==> src/rtl/dff_arb_pkg.sv <==
// Shared definitions for the shared-register write arbiter.
package dff_arb_pkg;

  localparam logic [1:0] ST_IDLE  = 2'd0;
  localparam logic [1:0] ST_WRITE = 2'd1;
  localparam logic [1:0] ST_ACK   = 2'd2;

  typedef enum logic [1:0] {
    StIdle  = ST_IDLE,
    StWrite = ST_WRITE,
    StAck   = ST_ACK
  } state_e;

  // Index width that never collapses to zero bits.
  function automatic int unsigned clog2_min1(input int unsigned n);
    if (n <= 2) begin
      return 1;
    end
    return int'($clog2(n));
  endfunction

endpackage

==> src/rtl/rr_select.sv <==
// Round-robin pick: rotate req so the slot after last_owner sits at bit 0,
// priority-encode the lowest set bit, then rotate the index back.
module rr_select
  import dff_arb_pkg::*;
#(
  parameter int unsigned NREQ = 4,
  parameter int unsigned IdxW = clog2_min1(NREQ)
) (
  input  logic [NREQ-1:0] req,
  input  logic [IdxW-1:0] last_owner,
  output logic            valid,
  output logic [IdxW-1:0] winner
);

  logic [IdxW-1:0] start;
  logic [NREQ-1:0] rot;
  logic [IdxW-1:0] pe;

  // Both operands are below NREQ, so one conditional subtract is a full modulo.
  function automatic logic [IdxW-1:0] add_mod(input logic [IdxW-1:0] a, input int unsigned b);
    int unsigned s;
    s = 32'(a) + b;
    if (s >= NREQ) begin
      s = s - NREQ;
    end
    return IdxW'(s);
  endfunction

  // Rotate, priority-encode, unrotate.
  always_comb begin
    start = (32'(last_owner) >= NREQ - 1) ? '0 : last_owner + 1'b1;
    for (int unsigned i = 0; i < NREQ; i++) begin
      rot[i] = req[add_mod(start, i)];
    end
    valid = |rot;
    pe    = '0;
    for (int i = NREQ - 1; i >= 0; i--) begin
      if (rot[i]) begin
        pe = IdxW'(i);
      end
    end
    winner = add_mod(start, 32'(pe));
  end

endmodule

==> src/rtl/dff_write_arbiter.sv <==
// Round-robin arbiter that sequences single-cycle writes into one shared
// enabled D register and acknowledges each winner once its write is done.
module dff_write_arbiter
  import dff_arb_pkg::*;
#(
  parameter int unsigned NREQ  = 4,
  parameter int unsigned WIDTH = 8
) (
  input  logic                      clk,
  input  logic                      rst,
  input  logic [NREQ-1:0]           req,
  input  logic [NREQ*WIDTH-1:0]     wdata,
  output logic [NREQ-1:0]           gnt,
  output logic                      reg_en,
  output logic [WIDTH-1:0]          reg_d,
  output logic                      busy,
  output logic [$clog2(NREQ)-1:0]   last_owner
);

  localparam int unsigned IdxW = clog2_min1(NREQ);

  state_e            state_q, state_d;
  logic [IdxW-1:0]   win_q, win_d;
  logic [WIDTH-1:0]  data_q, data_d;
  logic [NREQ-1:0]   gnt_q, gnt_d;
  logic              reg_en_q, reg_en_d;
  logic [WIDTH-1:0]  reg_d_q, reg_d_d;
  logic              busy_q, busy_d;
  logic [IdxW-1:0]   last_q, last_d;

  logic              sel_valid;
  logic [IdxW-1:0]   sel_winner;
  logic [WIDTH-1:0]  sel_data;

  rr_select #(
    .NREQ (NREQ),
    .IdxW (IdxW)
  ) u_rr_select (
    .req        (req),
    .last_owner (last_q),
    .valid      (sel_valid),
    .winner     (sel_winner)
  );

  // Winner's data slice; constant-index mux so unselected slices never leak through.
  always_comb begin
    sel_data = '0;
    for (int unsigned i = 0; i < NREQ; i++) begin
      if (sel_winner == IdxW'(i)) begin
        sel_data = wdata[i*WIDTH +: WIDTH];
      end
    end
  end

  // FSM next state and next registered outputs.
  always_comb begin
    state_d  = state_q;
    win_d    = win_q;
    data_d   = data_q;
    gnt_d    = '0;
    reg_en_d = 1'b0;
    reg_d_d  = reg_d_q;
    last_d   = last_q;
    case (state_q)
      StIdle: begin
        if (sel_valid) begin
          win_d   = sel_winner;
          data_d  = sel_data;
          state_d = StWrite;
        end
      end
      StWrite: begin
        reg_en_d = 1'b1;
        reg_d_d  = data_q;
        state_d  = StAck;
      end
      StAck: begin
        gnt_d[win_q] = 1'b1;
        last_d       = win_q;
        state_d      = StIdle;
      end
      default: begin
        state_d = StIdle;
      end
    endcase
    // busy is visible in the same cycles as the write strobe and the acknowledge.
    busy_d = reg_en_d | (|gnt_d);
  end

  // State and output registers with synchronous reset.
  always_ff @(posedge clk) begin
    if (rst) begin
      state_q  <= StIdle;
      win_q    <= '0;
      data_q   <= '0;
      gnt_q    <= '0;
      reg_en_q <= 1'b0;
      reg_d_q  <= '0;
      busy_q   <= 1'b0;
      last_q   <= IdxW'(NREQ - 1);
    end else begin
      state_q  <= state_d;
      win_q    <= win_d;
      data_q   <= data_d;
      gnt_q    <= gnt_d;
      reg_en_q <= reg_en_d;
      reg_d_q  <= reg_d_d;
      busy_q   <= busy_d;
      last_q   <= last_d;
    end
  end

  assign gnt        = gnt_q;
  assign reg_en     = reg_en_q;
  assign reg_d      = reg_d_q;
  assign busy       = busy_q;
  assign last_owner = last_q;

endmodule

==> config.mk <==
export PLATFORM = sky130hd
export DESIGN_NAME = dff_write_arbiter
export DESIGN_NICKNAME = d
export VERILOG_FILES = /design/src/rtl/dff_arb_pkg.sv /design/src/rtl/rr_select.sv /design/src/rtl/dff_write_arbiter.sv
export SDC_FILE = /design/constraint.sdc
export NUM_CORES = 1
export LEC_CHECK = 0
export CORE_ASPECT_RATIO = 2
export CORE_MARGIN = 4
export CORE_UTILIZATION = 35
export DETAILED_ROUTE_END_ITERATION = 8
export DONT_BUFFER_PORTS = 1
export PLACE_DENSITY = 0.51
export SYNTH_ARGS = -nofsm -noshare
export SYNTH_HDL_FRONTEND = slang
export SYNTH_SLANG_ARGS = --single-unit
export TNS_END_PERCENT = 30
==> constraint.sdc <==
create_clock -name clk -period 3.3 [get_ports clk]
set_input_delay 0.66 -clock clk [delete_from_list [all_inputs] [get_ports clk]]
set_output_delay 0.66 -clock clk [all_outputs]
set_load 0.005 [all_outputs]
==> summary.md <==
| Metric | Value |
|---|---|
| Outcome | `finished, final reports clean` |
| Min-delay worst type | `input pin to flip-flop` |
| Initial antenna violation count | `0` |
| Num Clock Sinks | `28` |
| Max incr delay on CP | `750 ps` |
| Period utilisation layout | `76.1%` |
| Internal cell power | `544 uW` |
| Clock tree root driver cell | `clkbuf_8` |
| Hold slack | `447 ps` |
| Net Switching | `between 200 and 250 uW` |
| DRC | `0` |
| Power, Total | `between 700 and 800 uW` |
| FF+latch count, synth | `28` |
| Grt total ovfl | `0` |
| Iteration-0 DRC Markers | `19` |
| Final Wtd Congestion | `0.739` |
| Design area | `0.00153 mm^2` |
| H-tree depth | `1` |
| RSZ-0062 raised after global routing | `false` |
| Pin count of the biggest net entering global routing | `29` |
| Crit path DAT | `2660 ps` |
| Drt via density | `5.65` |
| Final #Nets | `202` |
| Reg power frac | `50.9%` |
| Global Route Usage Sum | `14.0%` |
| Setup crit end kind | `flip-flop` |
| CP required | `3450 ps` |
| FILL cells | `448` |
| Most frequent cells in the layout | `dfxtp_1, nor2_1, nand2_1, a21oi_1` |
| Vias | `approximately 1200` |
| Post-CTS Setup Bufs | `0` |
| Routed wire length | `around 3600 um` |
| Sw Share | `28.9%` |
| CP delay by family, top | `compound AO/OA/AOI/OAI gates` |
| Pwr/cell area | `between 500 and 600 mW/mm^2` |
| TNS Setup | `0 ps` |
| Met3 WL post-DR | `278 um` |
| Setup CP Type | `flip-flop to flip-flop` |
| Dpl cell area | `0.00147 mm^2` |
| CTS tree | `built` |
| Worst path bufs/invs | `0` |
| Routed WL per cell | `16.6 um` |
| Worst-path fanout max | `16` |
| Mapped Cells | `169` |
| Peak supply drop | `between 0.15 and 0.2 mV` |
| Leakage | `0.000499 uW` |
| TritonCTS Buffers | `3` |
| Final Skew | `2.42 ps` |
| Post-route ant nets | `0` |
| Die ar. | `around 0.0053 mm^2` |
| Syn nets | `208` |
| Die height | `99.5 um` |
| Layout cells sized above 1 | `9.88%` |
| # diodes | `0` |
| Startpoint Class | `flip-flop` |
| Yosys warnings | `0` |
| Core box area | `0.00409 mm^2` |
| Max cap viols | `0` |
| Minimum clock period | `2510 ps` |
| Area Growth Syn to Fin | `4.36%` |
| Initial Utilization | `35.8%` |
| Cts hold-fix bufs | `0` |
| Post-synthesis sequential area ratio | `between 30% and 40%` |
| Fin. Hold Viols | `0` |
| DR top layer | `met4` |
| DR pass1 iterations | `4` |
| Clk pin slew, worst setup/hold paths | `90 ps` |
| Netlist cell types | `39` |
| Number of port buffers | `0` |
| Resize count post-CTS | `0` |
| Vias in the first global route | `about 1200` |
| Clock Tree Buf Depth | `2` |
| Most common cell after layout, fill and taps aside | `dfxtp_1` |
| Final core occ | `37.4%` |
| Slew @ Worst Pin | `844 ps` |
| Max-slew violations | `0` |
| Combinational power share | `21.5%` |
| Avg Cell Area, Syn | `8.67 um^2` |
| Global-route wire length before repair | `5730 um` |
| Die W | `53.8 um` |
| # setup viols final | `0` |
| Slew Limit Headroom | `43.8%` |
| Wire length on met2 | `roughly 1800 um` |
| Worst-skew pair later-pin latency | `270 ps` |
| HPWL after DPL | `2780 um` |
| WL met1 | `1380 um` |
| Maximum operating frequency | `398 MHz` |
| Clock power share | `27.5%` |
| Mapped Area | `0.00147 mm^2` |
| IO Pins | `54` |
| Worst-path cell chain | `ha_1 -> nor3b_1 -> a2111oi_4 -> o21bai_1 -> a221oi_1 -> a2111oi_2` |
| Slowest cell on the critical path | `a2111oi_4` |
| Row count | `33` |
==> flip-flops by register name (all words and copies together), names as in the netlist <==
register    flops
win_q           2
busy            1
last_owner      2
gnt             4
state_q         2
reg_en          1
data_q          8
reg_d           8
==> routing by layer <==
metal  GRT usage [%]  up-vias
li1                -      610
met1            16.6      551
met2            22.2       38
met3            3.90       10
met4            6.89        0
met5               0        -
==> cells by family after synthesis <==
kind of cell	synth area share, %
AND/OR/NAND/NOR	23.1
AO/OA/AOI/OAI	31.9
buffers and inverters	5.89
flip-flops	38.3
adder cells (fa/ha/maj)	0.854
==> metrics by stage <==
step / setup slack, ps / instances
after floorplan: 1210 / 169
after global placement: 911 / 210
after detailed placement: 787 / 210
after CTS: 768 / 214
after global routing: 518 / 214
final: 790 / 214
==> synth_stat cells (all sizes together) <==
master / count / area [um^2]
o2bb2ai: 2 / 17.5
a211oi: 8 / 87.6
o21bai: 2 / 15.0
a2111oi: 3 / 57.6
nor4b: 3 / 32.5
o21a: 8 / 60.1
nor2: 20 / 77.6
o211ai: 1 / 7.51
nand2: 18 / 67.6
a21o: 1 / 7.51
a221o: 1 / 11.3
nor2b: 2 / 12.5
o21ai: 9 / 45.0
a221oi: 8 / 70.1
nand3: 2 / 10.0
ha: 1 / 12.5
nor4: 3 / 18.8
a211o: 3 / 27.5
nor3b: 7 / 52.6
nand3b: 1 / 7.51
dfxtp: 28 / 561
clkbuf: 5 / 18.8
nor3: 1 / 5.00
and3b: 1 / 8.76
nand2b: 3 / 18.8
nor4bb: 2 / 20.0
inv: 6 / 22.5
a21oi: 12 / 60.1
or4: 1 / 7.51
buf: 7 / 45.0
==> power groups by stage <==
stage / registers, uW / clock network, uW / logic, uW
6_report: 390 / 211 / 165
5_1_grt: 394 / 228 / 187
4_1_cts: 391 / 213 / 167
3_5_place_dp: 399 / 0 / 166
3_3_place_gp: 397 / 0 / 161
2_1_floorplan: 392 / 0 / 149
==> cell type report <==
class	instances	area [um^2]	area share [%]
inverter	6	22.5	1.47
sequential	28	561	36.7
clock buffer	4	55.1	3.60
timing repair buffer	1	7.51	0.491
tap	52	65.1	4.26
multi-input combinational	123	818	53.5
==> worst register-to-register path, cell delays in order (launching register included) <==
cell	delay (ps)
dfxtp_1	410
ha_1	510
nor3b_1	130
a2111oi_4	750
o21bai_1	180
a221oi_1	320
a2111oi_2	90
==> worst paths after layout <==
kind	startpoint	endpoint	slack, ps	depth (start not counted)
max	last_owner[0]$_SDFFE_PP1P_	data_q[1]$_SDFFE_PP0P_	790	6
min	rst	win_q[1]$_SDFFE_PP0P_	450	1
max reg2reg	last_owner[0]$_SDFFE_PP1P_	data_q[1]$_SDFFE_PP0P_	790	6
min reg2reg	data_q[0]$_SDFFE_PP0P_	reg_d[0]$_SDFFE_PP0P_	460	2
Note: power is estimated with default switching activity, not from simulation.
